[config.mk]
export PLATFORM = sky130hd
export DESIGN_NAME = ps2_keyboard_rx
export DESIGN_NICKNAME = d
export VERILOG_FILES = /design/src/rtl/ps2_pkg.sv /design/src/rtl/ps2_sync_filter.sv /design/src/rtl/ps2_keyboard_rx.sv
export SDC_FILE = /design/constraint.sdc
export NUM_CORES = 1
export LEC_CHECK = 0
export BUFFER_PORTS_ARGS = -buffer_cell sky130_fd_sc_hd__buf_2
export CAP_MARGIN = 20
export CELL_PAD_IN_SITES_DETAIL_PLACEMENT = 0
export CELL_PAD_IN_SITES_GLOBAL_PLACEMENT = 1
export CORE_ASPECT_RATIO = 1.5
export CORE_MARGIN = 4
export CORE_UTILIZATION = 45
export CTS_BUF_LIST = sky130_fd_sc_hd__clkbuf_8 sky130_fd_sc_hd__clkbuf_16
export CTS_CLUSTER_DIAMETER = 120
export CTS_CLUSTER_SIZE = 25
export DETAILED_ROUTE_END_ITERATION = 8
export PLACE_DENSITY = 0.73
export SYNTH_ARGS = -nofsm -noshare
export SYNTH_HDL_FRONTEND = slang
export SYNTH_SLANG_ARGS = --single-unit
[constraint.sdc]
create_clock -name clk -period 2.1 [get_ports clk]
set_input_delay 0.105 -clock clk [delete_from_list [all_inputs] [get_ports clk]]
set_output_delay 0.105 -clock clk [all_outputs]
set_load 0.02 [all_outputs]
[src/rtl/ps2_pkg.sv]
// Shared constants, FSM state type and frame check helper for the PS/2 receiver.
package ps2_pkg;

  localparam logic [7:0] PS2_BREAK = 8'hF0;
  localparam logic [7:0] PS2_EXT   = 8'hE0;

  typedef enum logic [1:0] {
    IDLE,
    DATA,
    PARITY,
    STOP
  } ps2_rx_state_t;

  // Odd parity over data+parity and a high stop bit make a good frame.
  function automatic logic frame_ok(input logic [7:0] data, input logic parity,
                                    input logic stop);
    return (^{data, parity}) & stop;
  endfunction

endpackage

[src/rtl/ps2_sync_filter.sv]
// Two-flop synchroniser, run-length glitch filter and falling-edge strobe
// for the PS/2 clock line. Everything idles high, like the bus.
module ps2_sync_filter #(
  parameter int FILTER_LEN = 4
) (
  input  logic clk,
  input  logic reset,
  input  logic pin,
  output logic fall
);

  localparam int CW = $clog2(FILTER_LEN + 1);

  logic [1:0]    sync_reg;
  logic          filt_reg;
  logic          fall_reg;
  logic [CW-1:0] run_reg;

  // Synchronise, then move the filtered level only after FILTER_LEN
  // consecutive samples disagree with it; flag a 1->0 move for one cycle.
  always_ff @(posedge clk) begin
    if (!reset) begin
      sync_reg <= 2'b11;
      filt_reg <= 1'b1;
      fall_reg <= 1'b0;
      run_reg  <= '0;
    end else begin
      sync_reg <= {sync_reg[0], pin};
      fall_reg <= 1'b0;
      if (sync_reg[1] == filt_reg) begin
        run_reg <= '0;
      end else if (run_reg == CW'(FILTER_LEN - 1)) begin
        filt_reg <= sync_reg[1];
        fall_reg <= ~sync_reg[1];
        run_reg  <= '0;
      end else begin
        run_reg <= run_reg + CW'(1);
      end
    end
  end

  assign fall = fall_reg;

endmodule

[src/rtl/ps2_keyboard_rx.sv]
// PS/2 keyboard receiver: deframes 11-bit device-to-host frames, folds the
// F0/E0 prefixes into flags and emits one strobed key event per scan code.
module ps2_keyboard_rx
  import ps2_pkg::*;
#(
  parameter int FILTER_LEN  = 4,
  parameter int TIMEOUT_CYC = 25000
) (
  input  logic       clk,
  input  logic       reset,
  input  logic       ps2_clk,
  input  logic       ps2_data,
  output logic [7:0] scan_code,
  output logic       scan_valid,
  output logic       key_release,
  output logic       ext_key,
  output logic       frame_err,
  output logic       busy
);

  localparam int TW = $clog2(TIMEOUT_CYC);

  logic          strobe;
  logic [1:0]    dsync_reg;
  logic          data_s;

  ps2_rx_state_t state_reg, state_next;
  logic [2:0]    bit_cnt_reg, bit_cnt_next;
  logic [7:0]    sh_reg, sh_next;
  logic          par_reg, par_next;
  logic [TW-1:0] tmo_reg, tmo_next;
  logic          rel_pend_reg, rel_pend_next;
  logic          ext_pend_reg, ext_pend_next;
  logic [7:0]    code_reg, code_next;
  logic          rel_reg, rel_next;
  logic          ext_reg, ext_next;
  logic          valid_reg, valid_next;
  logic          err_reg, err_next;

  ps2_sync_filter #(.FILTER_LEN(FILTER_LEN)) u_clk_filter (
    .clk   (clk),
    .reset (reset),
    .pin   (ps2_clk),
    .fall  (strobe)
  );

  // Data only needs synchronising: it is sampled mid-low-phase where it is stable.
  always_ff @(posedge clk) begin
    if (!reset) dsync_reg <= 2'b11;
    else        dsync_reg <= {dsync_reg[0], ps2_data};
  end
  assign data_s = dsync_reg[1];

  // State and datapath registers.
  always_ff @(posedge clk) begin
    if (!reset) begin
      state_reg    <= IDLE;
      bit_cnt_reg  <= '0;
      sh_reg       <= '0;
      par_reg      <= 1'b0;
      tmo_reg      <= '0;
      rel_pend_reg <= 1'b0;
      ext_pend_reg <= 1'b0;
      code_reg     <= '0;
      rel_reg      <= 1'b0;
      ext_reg      <= 1'b0;
      valid_reg    <= 1'b0;
      err_reg      <= 1'b0;
    end else begin
      state_reg    <= state_next;
      bit_cnt_reg  <= bit_cnt_next;
      sh_reg       <= sh_next;
      par_reg      <= par_next;
      tmo_reg      <= tmo_next;
      rel_pend_reg <= rel_pend_next;
      ext_pend_reg <= ext_pend_next;
      code_reg     <= code_next;
      rel_reg      <= rel_next;
      ext_reg      <= ext_next;
      valid_reg    <= valid_next;
      err_reg      <= err_next;
    end
  end

  // Frame sequencing, prefix handling and the inactivity timeout.
  always_comb begin
    state_next    = state_reg;
    bit_cnt_next  = bit_cnt_reg;
    sh_next       = sh_reg;
    par_next      = par_reg;
    tmo_next      = tmo_reg;
    rel_pend_next = rel_pend_reg;
    ext_pend_next = ext_pend_reg;
    code_next     = code_reg;
    rel_next      = rel_reg;
    ext_next      = ext_reg;
    valid_next    = 1'b0;
    err_next      = 1'b0;

    case (state_reg)
      IDLE: begin
        // A high "start" bit is line noise, not a frame.
        if (strobe && !data_s) begin
          state_next   = DATA;
          bit_cnt_next = '0;
        end
      end
      DATA: begin
        if (strobe) begin
          sh_next      = {data_s, sh_reg[7:1]};
          bit_cnt_next = bit_cnt_reg + 3'd1;
          if (bit_cnt_reg == 3'd7) state_next = PARITY;
        end
      end
      PARITY: begin
        if (strobe) begin
          par_next   = data_s;
          state_next = STOP;
        end
      end
      STOP: begin
        if (strobe) begin
          state_next = IDLE;
          if (frame_ok(sh_reg, par_reg, data_s)) begin
            if (sh_reg == PS2_BREAK) begin
              rel_pend_next = 1'b1;
            end else if (sh_reg == PS2_EXT) begin
              ext_pend_next = 1'b1;
            end else begin
              valid_next    = 1'b1;
              code_next     = sh_reg;
              rel_next      = rel_pend_reg;
              ext_next      = ext_pend_reg;
              rel_pend_next = 1'b0;
              ext_pend_next = 1'b0;
            end
          end else begin
            err_next      = 1'b1;
            rel_pend_next = 1'b0;
            ext_pend_next = 1'b0;
          end
        end
      end
      default: state_next = IDLE;
    endcase

    // A strobe always wins over an expiring timeout. Pending prefixes survive
    // a timeout so a retransmitted code still carries them.
    if (state_reg == IDLE || strobe) begin
      tmo_next = '0;
    end else if (tmo_reg == TW'(TIMEOUT_CYC - 1)) begin
      tmo_next   = '0;
      state_next = IDLE;
      err_next   = 1'b1;
    end else begin
      tmo_next = tmo_reg + TW'(1);
    end
  end

  assign scan_code   = code_reg;
  assign scan_valid  = valid_reg;
  assign key_release = rel_reg;
  assign ext_key     = ext_reg;
  assign frame_err   = err_reg;
  assign busy        = (state_reg != IDLE);

endmodule
; ---- After elaboration in Yosys (flattened, before gate mapping)
; Cells that the tools add are included.
[classes]
n_addsub = 3
mul = 0
div = 0
n_lt_le_gt_ge = 0
n_eq_ne = 13
n_shift = 0
mux = 23
n_bitwise = 10
n_reduce_logical = 18
[op_table]
columns = cell, n
row1 = $eq A8 B8 Y1 const B, 2
row2 = $add A15 B1 Y15 const B, 1
row3 = $eq A15 B15 Y1 const B, 1
row4 = $mux W2, 7
row5 = $mux W1, 12
row6 = $not A1 Y1, 9
row7 = $reduce_and A3 Y1, 3
row8 = $reduce_or A3 Y1, 3
row9 = $reduce_xor A9 Y1, 1
row10 = $pmux W2 S4, 1
row11 = $add A3 B1 Y3 const B, 2
row12 = $mux W3, 2
row13 = $pmux W3 S2, 1
row14 = $reduce_and A2 Y1, 3
row15 = $reduce_and A5 Y1, 1
row16 = $reduce_or A5 Y1, 1
row17 = $eq A2 B2 Y1 const B, 2
row18 = $ne A2 B2 Y1 const B, 2
row19 = $reduce_bool A2 Y1, 2
row20 = $eq A3 B2 Y1 const B, 1
row21 = $eq A3 B3 Y1 const B, 1
row22 = $ne A3 B3 Y1 const B, 1
row23 = $eq A2 B1 Y1 const B, 1
row24 = $logic_not A2 Y1, 1
row25 = other kinds (6), 6
[word_totals]
ff_bits = 52
latchBits = 0
mem_bits_rw = 0
romBits = 0
inputBits = 4
output_inout_bits = 13
word_cells = 84
memories = 0

; ---- Longest topological paths before layout
; Gate-level depths: netlist (run 1).
[logic_depth]
ltp_word = 7
ltp_mapped = 6
ltp_nobuf = 6

; ---- Modules after synthesis
; A second synthesis (run 1) with hierarchy kept.
[hier_totals]
hier_cells = 236
area_unflattened_um2 = 2193.4
[modules_own_cells]
columns = mod, n_inst, cells_per_inst, area_each_um2, seq_area_each_um2
row1 = ps2_keyboard_rx, 1, 217, 1948.1, 900.9
row2 = ps2_sync_filter, 1, 19, 245.2, 140.1

; ---- Worst setup path before layout (run 1)
; OpenSTA, ideal clock, no wires.
[synth_path]
path_kind = reg2reg
startpoint = reg sh_reg[1]
endpoint = reg ext_reg, in the netlist ext_key
setup_ns = 0.072
arrival_time_ns = 1.743
required_time_ns = 2.028
setup_slack_ns = 0.286
path_stages_with_launch = 6
path_buffers = 1
period_less_slack_ns = 1.814
cell_sequence = dfxtp_1 -> xor3_1 -> a2111o_1 -> mux2i_2 -> buf_6 -> mux2i_1
[synth_via]
elab_chain_len = 3
elab_cells_between_ends = 7
cone_classes = 2 x eq/ne / 3 x bitwise / 2 x reduce/logical
[synth_rtl]
columns = element, line
row1 = "start, declared", ps2_keyboard_rx.sv:29  ; logic [7:0] sh_reg, sh_next;
row2 = "start signal, assigned", ps2_keyboard_rx.sv:72  ; sh_reg <= sh_next;
row3 = $reduce_xor A9 Y1 (tied with other cells), ps2_pkg.sv:17  ; return (^{data, parity}) & stop;
row4 = $and A1 B1 Y1 / $not A1 Y1 (equally long branches), --
row5 = $reduce_and A5 Y1 (no line) *, --
row6 = "end signal, assigned", ps2_keyboard_rx.sv:79  ; ext_reg <= ext_next;
row7 = "end, declared", ps2_keyboard_rx.sv:36  ; logic ext_reg, ext_next;
; Every way passes the cells marked *; elsewhere a longest branch is shown, timed or not.
; A chain may end at the register's enable or synchronous reset.

; ---- Worst setup path after layout (run 1)
[layout_path]
startpoint = reg sh_reg[1]
endpoint = reg code_reg[6], in the netlist scan_code[6]
[layout_via]
elab_chain_len = 3
elab_cells_between_ends = 7
cone_classes = 2 x eq/ne / 3 x bitwise / 2 x reduce/logical
[layout_rtl]
columns = element, line
row1 = $reduce_xor A9 Y1 (tied with other cells), ps2_pkg.sv:17
row2 = $and A1 B1 Y1 / $not A1 Y1 (equally long branches), --
row3 = $reduce_and A5 Y1 (no line) *, --
row4 = "end signal, assigned", ps2_keyboard_rx.sv:77  ; code_reg <= code_next;
row5 = "end, declared", ps2_keyboard_rx.sv:34  ; logic [7:0] code_reg, code_next;
; Marks and branches as above.

==> flow_summary_export.csv, run 1 <==
group,metric,value,unit
power_and_ir_drop,p_clk_frac,0.394,
sta,rsz0062_at_grt,"false",
synth,synth_top_area_frac,0.464,
clock_tree,ctsLongestPathBuffers,2,
clock_tree,cts_buffers,5,
synth,synth.top_cells.by_area,"dfxtp_1 (46%), mux2i_1 (7.6%), nand2_1 (5.7%)",
synth,yosysUniqueCellTypes,45,
sta,layout_min_cycle_time,2.00,ns
cells_and_area,fin_cells,334,
setup_path,crit_type,"reg2reg",
synth,synth_common_cells,"dfxtp_1 (52), nand2_1 (34), nor2_1 (27), mux2i_1 (17), a21oi_1 (10)",
synth,netlist_instances,243,
die,rows,31,
run_status,status,"complete, no violations",
cells_and_area,nets,276,
setup_path,rr_worst_depth,5,
die,dieHeight,94.5,um
power_and_ir_drop,ir_worst_vdd,0.453,mV
synth,synth_enable_flop_cells,0,
synth,synth_area_per_cell,9.23,sq um
placed_design,dp.cells,324,
worst_hold_path,holdPathEnd,"u_clk_filter.filt_reg",
worst_hold_path,hold_depth,3,
detailed_routing,drc_errors,0,
die,boundaryPins,17,
sta,drv_slew,0,
detailed_routing,drtIter0Drc,104,
grt,grt_start_max_net_pins,31,
worst_hold_path,min_from,"reset",
clock_tree,clk_pin_slew,0.09,ns
placed_design,portBuffers,16,
clock_tree,clkLatencyLatePin,0.30,ns
setup_path,r2r_end,"scan_code[6]",
power_and_ir_drop,powerDensity,655,nW/um^2
sta,max_freq,500,MHz
sta,slew_headroom,0.735,
cells_and_area,drive_above_1_share,0.142,
setup_path,end_kind,"flip-flop",
grt,grt_overflow,0,
detailed_routing,via_per_inst,5.00,
power_and_ir_drop,p_int,0.00135,W
power_and_ir_drop,seqPwrFrac,0.589,
grt,grtUsageTotal,0.150,
die,core_area,4810,sq um
clock_tree,cts-htree-levels,2,
sta,finalSetupViolCount,0,
worst_hold_path,hp-class,"in2reg",
power_and_ir_drop,p_leak,1.01,nW
clock_tree,root_buffer,"clkbuf_8",
synth,async_reset_ff_frac,0,
grt,antenna_found_initial,0,
power_and_ir_drop,netSwitchingFraction,0.198,
setup_path,rrSetupSlack,0.1,ns
grt,grt_pass1_vias,1611,
die,die_w,65.6,um
placed_design,gp_congestion,0.689,
cells_and_area,antenna_cells,0,
setup_path,path_max_fanout,11,
die,die-area,6200,sq um
job,drv_cap,0,
setup_path,start_kind,"flip-flop",
detailed_routing,final_antenna_net_count,0,
setup_path,rr_startpoint,"sh_reg[1]",
setup_path,cp.required,2.33,ns
detailed_routing,wirelength,4140,um
setup_path,cp.arrival,2.23,ns
sta,period_share,0.953,
synth,netlist_area,2240,sq um
setup_path,path_cells,"xor3_1 > a2111o_1 > mux2i_2 > buf_12 > mux2i_1",
synth,synth_seq_cells,52,
grt,grt_pass1_wl,7200,um
die,start_util,0.466,
clock_tree,cts.sink_count,52,
synth,synth.yosys.seq_area_share,0.464,
sta,worstMarginPinSlew,0.394,ns
cells_and_area,area_growth,14.5,%
synth,ys.warnings.count,0,
sta,fin_setup_tns,0,ns
synth,synth_nets,252,
clock_tree,cts_tree,"done",
synth,yosysMostFrequentCell,"dfxtp_1",
power_and_ir_drop,comb_power_share,0.017,
synth,synthFlopType,"dfxtp_1",
cells_and_area,largest_register_ffs,15,
setup_path,slowest_stage,"xor3_1",
placed_design,dp_hpwl,3010,um
detailed_routing,vias,1669,
setup_path,crit_start,"sh_reg[1]",
synth,synth_area_leader_cell,"dfxtp_1",
power_and_ir_drop,switchingPower,0.000333,W
detailed_routing,routedWlPerCell,12.4,um
detailed_routing,drtPass1Iterations,4,
setup_path,cp_slowest_stage_delay,0.51,ns
sta,hold_viol_final,0,
sta,fin_skew,0.00564,ns
==> layer usage <==
metal  part of all wire  GRT usage
met2               0.51      0.269
met3              0.024     0.0357
met5                  0          0
met1               0.45      0.167
met4              0.018     0.0623
==> worst max-delay path by stage <==
stage | endpoint | slack, ns | depth (start not counted)
after global placement | scan_code[0] | 0.16 | 5
after floorplan | ext_key | 0.29 | 5
after detailed placement | scan_code[6] | 0.12 | 5
final | scan_code[6] | 0.1 | 5
after CTS | scan_code[6] | 0.10 | 5
after global routing | scan_code[0] | 0.01 | 5
==> final cells by class <==
class	count	area (sq um)
flip-flops and latches	52	1040
repair buffers	28	188
fillers	495	2240
clock buffers	5	68.8
well taps	66	82.6
multi-input cells	171	1110
clock inverters	3	38.8
inverters	9	33.8
==> stage by stage <==
stage | setup slack (ns) | area, sq um | power, W | hold WS, ns | util
global route | 0.0120 | 2570 | 0.00176 | 0.244 | 0.534
finish | 0.0997 | 2570 | 0.00168 | 0.242 | 0.534
detailed placement | 0.124 | 2440 | 0.00104 | 0.288 | 0.507
global placement | 0.158 | 2440 | 0.00104 | 0.284 | 0.507
floorplan | 0.286 | 2240 | 0.00103 | 0.206 | -
CTS | 0.103 | 2570 | 0.00171 | 0.242 | 0.534
==> kinds of logic after synthesis <==
logic type / share of synthesized area
AND/OR/NAND/NOR: 0.237
multiplexers: 0.0820
flip-flops: 0.464
adder cells (fa/ha/maj): 0.0279
AO/OA/AOI/OAI: 0.0742
XOR/XNOR: 0.0759
buffers and inverters: 0.0385
==> worst max-delay path: cells and delay by family (launching register included) <==
family,cells,cell delay [ns]
DFF,1,0.45
AOI/OAI and AO/OA,1,0.39
xor gates and xnor gates,1,0.51
muxes,2,0.41
buffers and inverters,1,0.18
==> cell usage in the layout (no fill, tap or decap), drive strengths merged, types with 2 or more instances in the layout <==
cell / Yosys / routed
buf: 3 / 26
nand4: 7 / 7
nand3: 6 / 6
xnor2: 6 / 6
dlygate4sd3: 0 / 2
nand2: 34 / 34
nor2: 27 / 27
nor4: 2 / 2
inv: 9 / 10
or3: 5 / 5
ha: 5 / 5
mux2i: 18 / 18
dfxtp: 52 / 52
nand4b: 2 / 2
clkbuf: 8 / 5
or4: 2 / 2
o22ai: 2 / 2
a21oi: 10 / 10
and2: 2 / 2
nand3b: 2 / 2
xor2: 8 / 8
and3: 4 / 4
o21ai: 7 / 7
and4b: 2 / 2
nand2b: 4 / 4
==> power groups by stage <==
stage,combinational [W],sequential (W),clock (W)
3_5_place_dp,0.0000271,0.00101,0
5_1_grt,0.0000328,0.000992,0.000737
2_1_floorplan,0.0000164,0.00101,0
3_3_place_gp,0.0000269,0.00101,0
6_report,0.0000290,0.000991,0.000662
4_1_cts,0.0000299,0.000991,0.000691
==> what timing repair did <==
action | CTS | global route
hold buffers | 2 | 0
setup buffers | 0 | 0
endpoints found under the hold margin | 2 | 0
resized for setup | 0 | 0
(Power assumes the default switching activity.)
==> run 2: changes to the inputs <==
Settings changed: ABC_AREA set to 1, CORE_UTILIZATION 45 to 43, PLACE_DENSITY 0.73 to 0.74, REMOVE_ABC_BUFFERS set to 1, SETUP_SLACK_MARGIN set to 0.3.
==> run 2 against run 1 <==
  * Final cell count increased by 26%
  * Sequential share of layout area decreased by 1.5 points
  * Clock power decreased by 16%
  * Global-route usage increased by 0.25 points
  * Area after synthesis increased by 7.5%
  * Cell area increased by 3.9%
  * Die area increased by 11%
  * Critical endpoint unchanged
  * Maximum frequency increased by 24%
  * Routed wire length increased by 20%
  * Largest cell class unchanged
  * Combinational power increased by 7.6%
  * Register-to-register slack improved by 0.38 ns
  * Synthesized cell count increased by 37%
==> flow_summary_export.csv, run 2 <==
group,metric,value,unit
run_status,status,"complete, no violations",
worst_hold_path,hp-class,"in2reg",
die,core_area,5450,sq um
cells_and_area,final_core_util,0.490,
synth,synth_area_leader_cell,"dfxtp_1",
placed_design,dp_hpwl,3840,um
synth,yosysUniqueCellTypes,30,
detailed_routing,vias,2089,
die,dieHeight,99.7,um
clock_tree,clk_pin_slew,0.10,ns
power_and_ir_drop,ir_worst_vdd,0.395,mV
synth,synth_common_cells,"nand2_1 (68), dfxtp_1 (52), nor2_1 (48), inv_1 (34), a21oi_1 (19)",
placed_design,gp_congestion,0.803,
grt,grt_pass1_vias,2074,
cells_and_area,largest_register_ffs,15,
power_and_ir_drop,seqPwrFrac,0.630,
detailed_routing,via_per_inst,4.95,
setup_path,path_max_fanout,11,
setup_path,start_kind,"flip-flop",
die,die-area,6890,sq um
die,start_util,0.442,
synth,netlist_area,2410,sq um
sta,layout_min_cycle_time,1.62,ns
grt,grt_start_max_net_pins,19,
power_and_ir_drop,p_clk_frac,0.350,
clock_tree,clkLatencyLatePin,0.30,ns
clock_tree,ctsLongestPathBuffers,2,
sta,drv_slew,0,
sta,worstMarginPinSlew,0.557,ns
synth,synth_top_area_frac,0.432,
sta,fin_skew,0.0116,ns
clock_tree,root_buffer,"clkbuf_8",
grt,grt_pass1_wl,8580,um
clock_tree,cts_tree,"done",
cells_and_area,nets,361,
setup_path,cp.required,2.35,ns
cells_and_area,layout_commonest_cell,"nand2_1",
grt,grtUsageTotal,0.153,
synth,synth_enable_flop_cells,0,
sta,fin_ws,0.484,ns
synth,synth_area_per_cell,7.26,sq um
detailed_routing,final_antenna_net_count,0,
placed_design,place_ws,0.382,ns
synth,synth.top_cells.by_area,"dfxtp_1 (43%), nand2_1 (11%), nor2_1 (7.5%)",
clock_tree,cts.sink_count,52,
synth,netlist_instances,332,
sta,rsz0062_at_grt,"false",
grt,antenna_found_initial,0,
die,die_w,69.1,um
synth,yosysMostFrequentCell,"nand2_1",
synth,ys.warnings.count,0,
cells_and_area,antenna_cells,0,
cells_and_area,drive_above_1_share,0.165,
synth,synth_seq_cells,52,
sta,hold_viol_final,0,
placed_design,dp.cells,413,
detailed_routing,drc_errors,0,
synth,async_reset_ff_frac,0,
power_and_ir_drop,switchingPower,0.000349,W
detailed_routing,wirelength,4980,um
setup_path,crit_type,"reg2reg",
power_and_ir_drop,p_leak,1.18,nW
detailed_routing,drtPass1Iterations,4,
sta,slew_headroom,0.628,
clock_tree,cts-htree-levels,2,
cells_and_area,area_growth,10.7,%
sta,max_freq,619,MHz
detailed_routing,routedWlPerCell,11.8,um
placed_design,portBuffers,16,
setup_path,end_kind,"flip-flop",
detailed_routing,drtIter0Drc,79,
die,boundaryPins,17,
synth,synth.yosys.seq_area_share,0.432,
grt,grt_overflow,0,
power_and_ir_drop,netSwitchingFraction,0.221,
power_and_ir_drop,p_int,0.00123,W
sta,fin_setup_tns,0,ns
cells_and_area,fin_cells,422,
die,rows,33,
power_and_ir_drop,comb_power_share,0.020,
job,drv_cap,0,
synth,synthFlopType,"dfxtp_1",
clock_tree,cts_buffers,5,
setup_path,cp.arrival,1.86,ns
cells_and_area,final_cell_mix,"nand2_1 (68), dfxtp_1 (52), nor2_1 (48)",
power_and_ir_drop,powerDensity,591,nW/um^2
sta,period_share,0.769,
sta,finalSetupViolCount,0,
==> run 2: changes by cell type in the layout (fill, tap and decap cells not counted), moves of 8 or more <==
cell and change:
a21oi_1 +9, inv_1 +24, inv_2 +8, mux2i_1 -17, nand2_1 +34, nand2_2 +10, nand4_1 +9, nor2_1 +21
nor3_1 +9, o21ai_0 +8
==> run 2: routing by layer <==
metal | global-route usage | vias to the layer above | part of all wire
met5 | 0 | - | 0
met4 | 0.0767 | 0 | 0.023
met3 | 0.0324 | 9 | 0.024
met2 | 0.302 | 24 | 0.54
met1 | 0.145 | 958 | 0.41
li1 | - | 1098 | -
==> run 2: final cells by class <==
type | count | area, sq um
Fill cell | 587 | 2780
Timing Repair Buffer | 20 | 115
Multi-Input combinational cell | 231 | 1190
Inverter | 42 | 158
Sequential cell | 52 | 1040
Tap cell | 70 | 87.6
Clock inverter | 2 | 12.5
Clock buffer | 5 | 68.8
==> run 2: worst paths after layout <==
path,cells after the start,from,slack (ns),end
hold / removal,3,reset,0.15,sh_reg[5]
hold reg to reg,1,u_clk_filter.sync_reg[0],0.41,u_clk_filter.sync_reg[1]
setup reg to reg,8,u_clk_filter.fall,0.48,scan_code[6]
setup / recovery,8,u_clk_filter.fall,0.48,scan_code[6]
==> run 2: cell families (layout without fill, tap and decap cells) <==
family,after synthesis,after routing,synth area share
AOI/OAI and AO/OA,37,37,0.0794
xor gates and xnor gates,6,6,0.0218
adders and majority gates,5,5,0.0259
buffers and inverters,49,69,0.0784
DFF,52,52,0.432
and+or+nand+nor,183,183,0.363
==> run 2: what timing repair did <==
action	CTS	global route
setup buffers	0	0
gates resized for setup	0	1
hold buffers	2	0
endpoints found under the setup margin	0	10
hold endpoints to repair	2	0
==> run 2: power groups by stage <==
stage / logic, W / clock network (W) / registers, W
global route: 0.0000357 / 0.000607 / 0.000995
global placement: 0.0000288 / 0 / 0.00102
CTS: 0.0000320 / 0.000567 / 0.000994
detailed placement: 0.0000288 / 0 / 0.00102
finish: 0.0000312 / 0.000553 / 0.000994
floorplan: 0.0000147 / 0 / 0.00102
==> run 2: critical path: stages (launching register included) <==
cell     delay (ns)
dfxtp_1        0.41
inv_1          0.13
nor3_4         0.20
nand2_1        0.14
nor2_4         0.23
inv_2          0.11
nor2_8         0.19
nor2_1         0.06
nor2_1         0.10
==> run 2: stage by stage <==
step                hold WS, ns  cell area, sq um  total power [W]
CTS                       0.143              2660          0.00159
finish                    0.147              2670          0.00158
floorplan                 0.212              2380          0.00103
global route              0.162              2670          0.00164
global placement          0.293              2560          0.00105
detailed placement        0.297              2560          0.00105
